[src/rtl/conv_pkg.sv]
// Shared types and the pixel normalisation arithmetic for the convolution
// result streamer.
package conv_pkg;

    typedef enum logic [1:0] {
        IDLE  = 2'd0,
        RUN   = 2'd1,
        DRAIN = 2'd2,
        FIN   = 2'd3
    } state_t;

    localparam int ADDR_W   = 15;
    localparam int RESULT_W = 16;

    // Offset-subtract in 17 bits so that the full signed range cannot wrap,
    // then clamp negatives to zero and saturate to 'depth' bits.
    function automatic logic [RESULT_W-1:0] norm_pixel(
        input logic [RESULT_W-1:0] data,
        input logic [RESULT_W-1:0] offset,
        input int unsigned         shift,
        input int unsigned         depth
    );
        logic [RESULT_W:0]   diff;
        logic [RESULT_W:0]   scaled;
        logic [RESULT_W:0]   max_val;
        logic [RESULT_W-1:0] result;
        diff    = {data[RESULT_W-1], data} - {offset[RESULT_W-1], offset};
        scaled  = diff >> shift;
        max_val = ((RESULT_W+1)'(1) << depth) - (RESULT_W+1)'(1);
        if (diff[RESULT_W]) begin
            result = '0;
        end else if (scaled > max_val) begin
            result = RESULT_W'(max_val);
        end else begin
            result = RESULT_W'(scaled);
        end
        return result;
    endfunction

endpackage

[src/rtl/stream_fifo2.sv]
// Two-entry first-word-fall-through FIFO; head is the oldest entry whenever
// count is non-zero. Simultaneous push and pop is allowed when full.
module stream_fifo2 #(
    parameter int W = 10
) (
    input  logic         clk,
    input  logic         reset,
    input  logic         push,
    input  logic [W-1:0] push_data,
    input  logic         pop,
    output logic [W-1:0] head,
    output logic [1:0]   count
);

    logic [W-1:0] mem_reg [2];
    logic         wr_ptr_reg;
    logic         rd_ptr_reg;
    logic [1:0]   count_reg;
    logic         push_ok;
    logic         pop_ok;

    assign pop_ok  = pop && (count_reg != 2'd0);
    assign push_ok = push && ((count_reg != 2'd2) || pop_ok);

    genvar gi;
    generate
        for (gi = 0; gi < 2; gi++) begin : g_entry
            always_ff @(posedge clk) begin
                if (reset) begin
                    mem_reg[gi] <= '0;
                end else if (push_ok && (wr_ptr_reg == 1'(gi))) begin
                    mem_reg[gi] <= push_data;
                end
            end
        end
    endgenerate

    always_ff @(posedge clk) begin
        if (reset) begin
            wr_ptr_reg <= 1'b0;
            rd_ptr_reg <= 1'b0;
            count_reg  <= 2'd0;
        end else begin
            if (push_ok) begin
                wr_ptr_reg <= ~wr_ptr_reg;
            end
            if (pop_ok) begin
                rd_ptr_reg <= ~rd_ptr_reg;
            end
            case ({push_ok, pop_ok})
                2'b10:   count_reg <= count_reg + 2'd1;
                2'b01:   count_reg <= count_reg - 2'd1;
                default: count_reg <= count_reg;
            endcase
        end
    end

    assign head  = mem_reg[rd_ptr_reg];
    assign count = count_reg;

endmodule

[src/rtl/conv_result_streamer.sv]
// Reads convolution results from memory, normalises each word and streams the
// pixels out in raster order with end-of-line / end-of-frame markers.
module conv_result_streamer
    import conv_pkg::*;
#(
    parameter int IMAGE_WIDTH   = 128,
    parameter int IMAGE_HEIGHT  = 128,
    parameter int KERNAL_WIDTH  = 3,
    parameter int KERNAL_HEIGHT = 3,
    parameter int COLOUR_DEPTH  = 8,
    parameter int SHIFT         = 0
) (
    input  logic                    clk,
    input  logic                    reset,
    input  logic                    start,
    input  logic [ADDR_W-1:0]       addr_conv,
    input  logic [RESULT_W-1:0]     offset,
    output logic                    mem_rd_en,
    output logic [ADDR_W-1:0]       mem_addr,
    input  logic [RESULT_W-1:0]     mem_rd_data,
    output logic                    pix_valid,
    input  logic                    pix_ready,
    output logic [COLOUR_DEPTH-1:0] pix_data,
    output logic                    pix_eol,
    output logic                    pix_eof,
    output logic                    busy,
    output logic                    done
);

    localparam int OUT_W = IMAGE_WIDTH - KERNAL_WIDTH + 1;
    localparam int OUT_H = IMAGE_HEIGHT - KERNAL_HEIGHT + 1;
    localparam int N     = OUT_W * OUT_H;
    localparam int CNT_W = $clog2(N + 1);
    localparam int COL_W = $clog2(OUT_W + 1);
    localparam int ROW_W = $clog2(OUT_H + 1);
    localparam int FW    = COLOUR_DEPTH + 2;

    state_t              state_reg;
    logic [ADDR_W-1:0]   base_reg;
    logic [RESULT_W-1:0] offset_reg;
    logic [CNT_W-1:0]    rd_cnt_reg;
    logic                inflight_reg;
    logic [COL_W-1:0]    push_col_reg;
    logic [ROW_W-1:0]    push_row_reg;
    logic                busy_reg;
    logic                done_reg;

    logic [1:0]              fifo_count;
    logic [FW-1:0]           fifo_head;
    logic                    pop;
    logic                    rd_en;
    logic [2:0]              occupancy;
    logic                    push_eol;
    logic                    push_eof;
    logic [COLOUR_DEPTH-1:0] push_pixel;
    logic [FW-1:0]           push_word;

    // A read is only issued when its result is sure to find a FIFO slot,
    // counting the read still in flight and any pop happening this cycle.
    always_comb begin
        pop       = (fifo_count != 2'd0) && pix_ready;
        occupancy = {1'b0, fifo_count} + {2'b00, inflight_reg};
        rd_en     = (state_reg == RUN) && (pop ? (occupancy < 3'd3) : (occupancy < 3'd2));
    end

    assign push_eol   = (push_col_reg == COL_W'(OUT_W - 1));
    assign push_eof   = push_eol && (push_row_reg == ROW_W'(OUT_H - 1));
    assign push_pixel = COLOUR_DEPTH'(norm_pixel(mem_rd_data, offset_reg, SHIFT, COLOUR_DEPTH));
    assign push_word  = {push_eol, push_eof, push_pixel};

    stream_fifo2 #(
        .W(FW)
    ) u_fifo (
        .clk      (clk),
        .reset    (reset),
        .push     (inflight_reg),
        .push_data(push_word),
        .pop      (pop),
        .head     (fifo_head),
        .count    (fifo_count)
    );

    always_ff @(posedge clk) begin
        if (reset) begin
            state_reg    <= IDLE;
            base_reg     <= '0;
            offset_reg   <= '0;
            rd_cnt_reg   <= '0;
            inflight_reg <= 1'b0;
            push_col_reg <= '0;
            push_row_reg <= '0;
            busy_reg     <= 1'b0;
            done_reg     <= 1'b0;
        end else begin
            inflight_reg <= rd_en;
            // Marker position follows the pushed word, i.e. the read index.
            if (inflight_reg) begin
                if (push_eol) begin
                    push_col_reg <= '0;
                    push_row_reg <= push_row_reg + ROW_W'(1);
                end else begin
                    push_col_reg <= push_col_reg + COL_W'(1);
                end
            end
            case (state_reg)
                IDLE: begin
                    if (start) begin
                        base_reg     <= addr_conv;
                        offset_reg   <= offset;
                        rd_cnt_reg   <= '0;
                        push_col_reg <= '0;
                        push_row_reg <= '0;
                        busy_reg     <= 1'b1;
                        state_reg    <= RUN;
                    end
                end
                RUN: begin
                    if (rd_en) begin
                        rd_cnt_reg <= rd_cnt_reg + CNT_W'(1);
                        if (rd_cnt_reg == CNT_W'(N - 1)) begin
                            state_reg <= DRAIN;
                        end
                    end
                end
                DRAIN: begin
                    if (pop && fifo_head[FW-2]) begin
                        busy_reg  <= 1'b0;
                        done_reg  <= 1'b1;
                        state_reg <= FIN;
                    end
                end
                FIN: begin
                    done_reg  <= 1'b0;
                    state_reg <= IDLE;
                end
                default: state_reg <= IDLE;
            endcase
        end
    end

    assign mem_rd_en = rd_en;
    assign mem_addr  = base_reg + ADDR_W'(rd_cnt_reg);
    assign pix_valid = (fifo_count != 2'd0);
    assign pix_data  = pix_valid ? fifo_head[COLOUR_DEPTH-1:0] : '0;
    assign pix_eol   = pix_valid && fifo_head[FW-1];
    assign pix_eof   = pix_valid && fifo_head[FW-2];
    assign busy      = busy_reg;
    assign done      = done_reg;

endmodule

[config.mk]
export PLATFORM = sky130hd
export DESIGN_NAME = conv_result_streamer
export DESIGN_NICKNAME = d
export VERILOG_FILES = /design/src/rtl/conv_pkg.sv /design/src/rtl/stream_fifo2.sv /design/src/rtl/conv_result_streamer.sv
export SDC_FILE = /design/constraint.sdc
export NUM_CORES = 1
export LEC_CHECK = 0
export CORE_ASPECT_RATIO = 0.5
export CORE_MARGIN = 2
export CORE_UTILIZATION = 25
export DETAILED_ROUTE_END_ITERATION = 8
export PLACE_DENSITY_LB_ADDON = 0.05
export SLEW_MARGIN = 20
export SYNTH_ARGS = -nofsm -noshare
export SYNTH_HDL_FRONTEND = slang
export SYNTH_SLANG_ARGS = --single-unit
[constraint.sdc]
create_clock -name clk -period 3.2 [get_ports clk]
set_input_delay 0.64 -clock clk [delete_from_list [all_inputs] [get_ports clk]]
set_output_delay 0.64 -clock clk [all_outputs]
set_load 0.01 [all_outputs]
==> out/results.tsv, run 1 <==
metric	value	unit
max_slew.worst_pin.slew	0.721	ns
postPlaceCellArea	6900	um^2
num_vias	4812	
netlist_top_cells_area	dfxtp_1, edfxtp_1, ha_1	
cts_hold_buffers	0	
nNetsFinal	882	
pre_cts_ws	-0.474	ns
critPathRequiredTime	2.56	ns
synth_warnings	0	
n_fill_cell	2194	
grt_pass1_wl	23900	um
rsz0062_at_grt	yes	
ioPinCount	80	
final_hold_viol_count	0	
max_clock_freq	298	MHz
antenna_left	0	
rows	37	
postSynthCellCount	644	
ys_ff_latch	89	
grt_pass1_vias	4688	
grt_use_total	13.5	%
fin_crit_sh	105	%
core-area	20700	um^2
finalClockSkew	0.0110	ns
synth_common_cells	nand2_1, a21oi_1, nor2_1	
ys_seq_area_share	37.1	%
critical-path-top-delay-family	compound AO/OA/AOI/OAI gates	
overflow	0	
final-instance-count-excl-fill	1065	
clk_pin_slew	0.07	ns
synthArstFlopShare	0	%
powerDensity	549	nW/um^2
critical_path.endpoint_type	output pin	
grt_max_degree	33	
via_per_inst	4.52	
synth_top_area_share	25.8	%
layout_min_cycle_time	3.36	ns
fin_area	7490	um^2
cp.buffers_inverters	2	
numCtsBuffers	9	
slowest_delay	0.34	ns
dieArea	22600	um^2
crit_type	reg2out	
clkLatencyLatePin	0.35	ns
cp_common_cell	a21oi_2	
drc_errors	0	
synthDistinctLibCells	64	
crit_start	base_reg[0]	
avgSynthCellArea	8.30	um^2
clkSinkCount	89	
chipHeight	107	um
synth_top_area_cell	dfxtp_1	
wire_per_inst	14.1	um
htree_levels	3	
hp-class	reg2reg	
violations	setup timing	
grt_antenna_before_repair	0	
maxCapViolCount	0	
irDropWorstVdd	0.000281	V
power_leakage	3.02	nW
worstHoldStart	offset_reg[8]	
largest_reg_flops	20	
chipWidth	211	um
holdWs	0.457	ns
post_route_cells_drive_above_1_share	19.8	%
root_buffer	clkbuf_16	
synthFlopType	dfxtp_1	
start_util	25.8	%
slew_viol_final	0	
portBuffers	79	
crit_arrival	2.72	ns
dp_cells	1042	
setup_ws	-0.159	ns
cp_slowest_cell	dfxtp_2	
place_congestion	0.800	
hpwl	11200	um
reg2reg_from	offset_reg[13]	
dr.pass1.iters	4	
num_antenna_cells	0	
clockBufferDepth	2	
syn_nets	739	
tritoncts	yes	
status	finished with violations	
slew_headroom	51.5	%
synth.most_common_cell	nand2_1	
drt_wl_total	15100	um
path_cells	ha_4 > inv_2 > fa_2 > nor2b_2 > o31a_1 > o211ai_1 > a21oi_2 > nand4b_1 > a31o_2 > a21oi_2 > xnor2_1 > buf_2	
startpoint_type	flip-flop	
synth-edff-count	20	
drtIter0Drc	163	
syn2layout_area_growth	40.2	%
setup_viol	1	
syn_area	5340	um^2
path_max_fanout	2	
==> where the power goes <==
group | leakage (nW) | internal [mW] | switching, mW
Combinational | 2.12 | 0.769 | 0.894
Clock | 0.128 | 0.599 | 0.458
Sequential | 0.773 | 1.30 | 0.0911
Total | 3.02 | 2.67 | 1.44
==> cells by family after synthesis <==
| logic type | count (synthesis) | share of synthesized area [%] |
|---|---|---|
| DFF | 89 | 37.1 |
| and+or+nand+nor | 247 | 21.2 |
| adders and majority gates | 44 | 10.6 |
| xor gates and xnor gates | 44 | 7.21 |
| buffers and inverters | 62 | 4.94 |
| AOI/OAI and AO/OA | 143 | 16.2 |
| muxes | 15 | 2.81 |
==> worst reg2reg max path, cell delays in order, from the launching register on <==
cell and delay (ns):
dfxtp_1 0.34, inv_1 0.09, ha_4 0.25, a21o_2 0.21, and3_2 0.22, o221a_4 0.26, a2111oi_4 0.38, o311ai_4 0.15
a211oi_2 0.20, and4bb_2 0.34, clkbuf_16 0.18, a21oi_1 0.06
==> repair_timing <==
| action | in CTS | in global routing |
|---|---|---|
| pin swaps | 7 | 33 |
| resized for setup | 29 | 55 |
| buffers inserted | 0 | 8 |
| endpoints found under the setup margin | 25 | 25 |
| gates cloned | 0 | 1 |
==> metrics by stage <==
| step | utilization, % | TNS [ns] | total power, mW |
|---|---|---|---|
| 2_1_floorplan | - | 0 | 2.33 |
| 3_3_place_gp | 33.3 | -7.65 | 3.01 |
| 3_5_place_dp | 33.3 | -7.80 | 3.01 |
| 4_1_cts | 34.8 | -0.393 | 4.09 |
| 5_1_grt | 36.1 | -0.339 | 4.42 |
| 6_report | 36.1 | -0.159 | 4.11 |
==> cells in the final DEF, fill, tap and decap left out, drive strengths merged, types with 8 or more instances in the layout <==
cell	instances
buf	83
ha	42
dfxtp	69
nor2	76
o21ai	17
mux2i	15
nand2	92
edfxtp	20
nand3	16
clkdlybuf4s50	65
clkbuf	13
a21oi	77
inv	35
xor2	27
nor3	8
nand4	10
and3	9
xnor2	17
==> metal layers <==
| layer | wire [um] | GRT usage (%) | vias up | part of all wire [%] |
|---|---|---|---|---|
| met5 | 0 | 0 | - | 0 |
| met4 | 114 | 2.41 | 0 | 0.76 |
| met3 | 462 | 3.00 | 9 | 3.1 |
| met2 | 6780 | 22.2 | 58 | 45 |
| met1 | 7690 | 18.4 | 2228 | 51 |
| li1 | - | - | 2517 | - |
==> path summary, 6_finish.rpt <==
check	endpoint	slack, ns	cells past startpoint
setup / recovery	mem_addr[14]	-0.16	12
hold / removal	offset_reg[8]	0.46	2
setup reg to reg	u_fifo.mem_reg[1][5]	0.26	11
hold reg to reg	offset_reg[8]	0.46	2
==> layout make-up <==
cell class | instances | area, um^2 | share of cell area, %
clock buffer | 10 | 229 | 3.06
clock inverter | 6 | 58.8 | 0.785
inverter | 35 | 131 | 1.75
multi-input combinational | 493 | 3340 | 44.6
sequential | 89 | 1990 | 26.6
tap | 273 | 342 | 4.56
timing repair buffer | 159 | 1400 | 18.7
Power figures use the tool's default switching activity.
==> run 2: changes to the inputs <==
--- a/config.mk
+++ b/config.mk
@@ -9,6 +9,7 @@
 export CORE_MARGIN = 2
 export CORE_UTILIZATION = 25
 export DETAILED_ROUTE_END_ITERATION = 8
+export DONT_BUFFER_PORTS = 1
 export PLACE_DENSITY_LB_ADDON = 0.05
 export SLEW_MARGIN = 20
 export SYNTH_ARGS = -nofsm -noshare
==> run 2 against run 1 <==
Effect of this change: clock power rose by 10%; hold slack got worse by 0.095 ns; combinational power decreased by 22%; sequential power hardly changed; routed wire length is 2.8% lower; flip-flop and latch count stayed put; final area down 18%; critical path depth did not move; via count down 10%; utilization is 6.5 points lower; sequential share of layout area increased by 5.7 points; die area is the same; the flow still finishes with violations (setup timing).
==> out/results.tsv, run 2 (synthesized netlist as in run 1, its figures left out) <==
metric	value	unit
status	finished with violations	
violations	setup timing	
hp-class	in2reg	
critical_path.endpoint_type	output pin	
ioPinCount	80	
portBuffers	0	
fin_crit_sh	102	%
grt_pass1_vias	4390	
clockBufferDepth	2	
root_buffer	clkbuf_16	
n_fill_cell	2246	
start_util	25.8	%
irDropWorstVdd	0.000306	V
numCtsBuffers	9	
largest_reg_flops	20	
final_hold_viol_count	0	
slew_viol_final	0	
core-area	20700	um^2
powerDensity	626	nW/um^2
drc_errors	0	
wire_per_inst	15.6	um
setup_viol	2	
power.total	3.85	mW
startpoint_type	flip-flop	
rsz0062_at_grt	yes	
drt_wl_total	14600	um
slowest_delay	0.34	ns
path_cells	ha_4 > inv_2 > fa_2 > nor2b_2 > o31a_1 > o211ai_1 > a21oi_2 > nand4b_1 > a31o_2 > a21oi_2 > xnor2_1 > buf_4	
max_slew.worst_pin.slew	0.935	ns
grt_pass1_wl	23500	um
p_switching	1.38	mW
via_per_inst	4.62	
p_int	2.48	mW
seq_power_share	36.3	%
nNetsFinal	753	
slew_headroom	37.4	%
dr.pass1.iters	6	
max_clock_freq	306	MHz
clk_pin_slew	0.07	ns
rows	37	
chipWidth	211	um
final_cell_mix	nand2_1, nor2_1, a21oi_1	
num_vias	4330	
maxCapViolCount	0	
antenna_left	0	
syn2layout_area_growth	15.2	%
crit_arrival	2.63	ns
post_route_cells_drive_above_1_share	10.3	%
tritoncts	yes	
setup_ws	-0.0707	ns
crit_type	reg2out	
htree_levels	3	
finalClockSkew	0.0106	ns
place_congestion	0.795	
clkLatencyLatePin	0.35	ns
grt_use_total	13.4	%
switching_share	35.7	%
grt_max_degree	50	
path_max_fanout	2	
cp_common_cell	a21oi_2	
p_comb_share	33.4	%
cp_slowest_cell	dfxtp_2	
dieArea	22600	um^2
hpwl	10900	um
clkPwrFrac	30.3	%
critPathRequiredTime	2.56	ns
clkSinkCount	89	
power_leakage	2.40	nW
grt_antenna_before_repair	0	
layout_min_cycle_time	3.27	ns
drtIter0Drc	195	
final_common_cell	nand2_1	
overflow	0	
pre_cts_ws	-0.0229	ns
chipHeight	107	um
## run 2: cell type report
| type | count | area [um^2] | share of cell area (%) |
|---|---|---|---|
| Multi-Input combinational cell | 493 | 3140 | 51.0 |
| Sequential cell | 89 | 1980 | 32.2 |
| Tap cell | 273 | 342 | 5.55 |
| Timing Repair Buffer | 30 | 238 | 3.86 |
| Clock buffer | 9 | 225 | 3.66 |
| Inverter | 35 | 131 | 2.13 |
| Clock inverter | 7 | 92.6 | 1.50 |
| Antenna cell | 1 | 2.50 | 0.0407 |
## run 2: timing repair
item / CTS / global route
hold buffers: 0 / 0
endpoints found under the hold margin: 0 / 0
resized for setup: 6 / 6
pin swaps: 7 / 5
cloned: 0 / 0
buffers inserted: 2 / 1
setup endpoints to repair: 3 / 19
## run 2: stage by stage
| step | instances | util (%) | area (um^2) | TNS [ns] | hold slack [ns] |
|---|---|---|---|---|---|
| finish | 937 | 29.7 | 6150 | -0.140 | 0.362 |
| detailed placement | 917 | 27.8 | 5770 | -0.0351 | 0.444 |
| global route | 936 | 29.7 | 6150 | -0.537 | 0.342 |
| global placement | 917 | 27.8 | 5770 | 0 | 0.440 |
| floorplan | 644 | - | 5340 | 0 | 0.436 |
| CTS | 935 | 29.5 | 6120 | -0.221 | 0.339 |
## run 2: power groups by stage
stage	Sequential (mW)	Combinational, mW	Clock [mW]
finish	1.40	1.29	1.17
detailed placement	1.42	1.30	0
global route	1.42	1.47	1.25
floorplan	1.39	0.942	0
global placement	1.42	1.31	0
CTS	1.40	1.31	1.21
## run 2: final timing paths
| kind | start | endpoint | slack (ns) | depth (start not counted) |
|---|---|---|---|---|
| worst max-delay path | base_reg[0] | mem_addr[14] | -0.07 | 12 |
| worst min-delay path | reset | offset_reg[7] | 0.36 | 1 |
| worst min register to register | offset_reg[7] | offset_reg[7] | 0.45 | 2 |
| worst max register to register | offset_reg[13] | u_fifo.mem_reg[0][0] | 0.30 | 11 |
## run 2: worst max-delay path: cells and delay by family, from the launching register on
kind / cells / cell delay [ns]
AND/OR/NAND/NOR: 2 / 0.25
buffers and inverters: 2 / 0.20
AO/OA/AOI/OAI: 5 / 1.00
XOR/XNOR: 1 / 0.14
adder cells (fa/ha/maj): 2 / 0.38
flip-flops: 1 / 0.34
## run 2: layer usage
metal  up-vias  share of wire (%)  track usage (%)  wire (um)
li1       2256                  -                -          -
met1      2000                 50             17.8       7310
met2        62                 45             21.9       6530
met3        12                4.5             3.59        662
met4         0               0.83             2.46        121
met5         -                  0                0          0
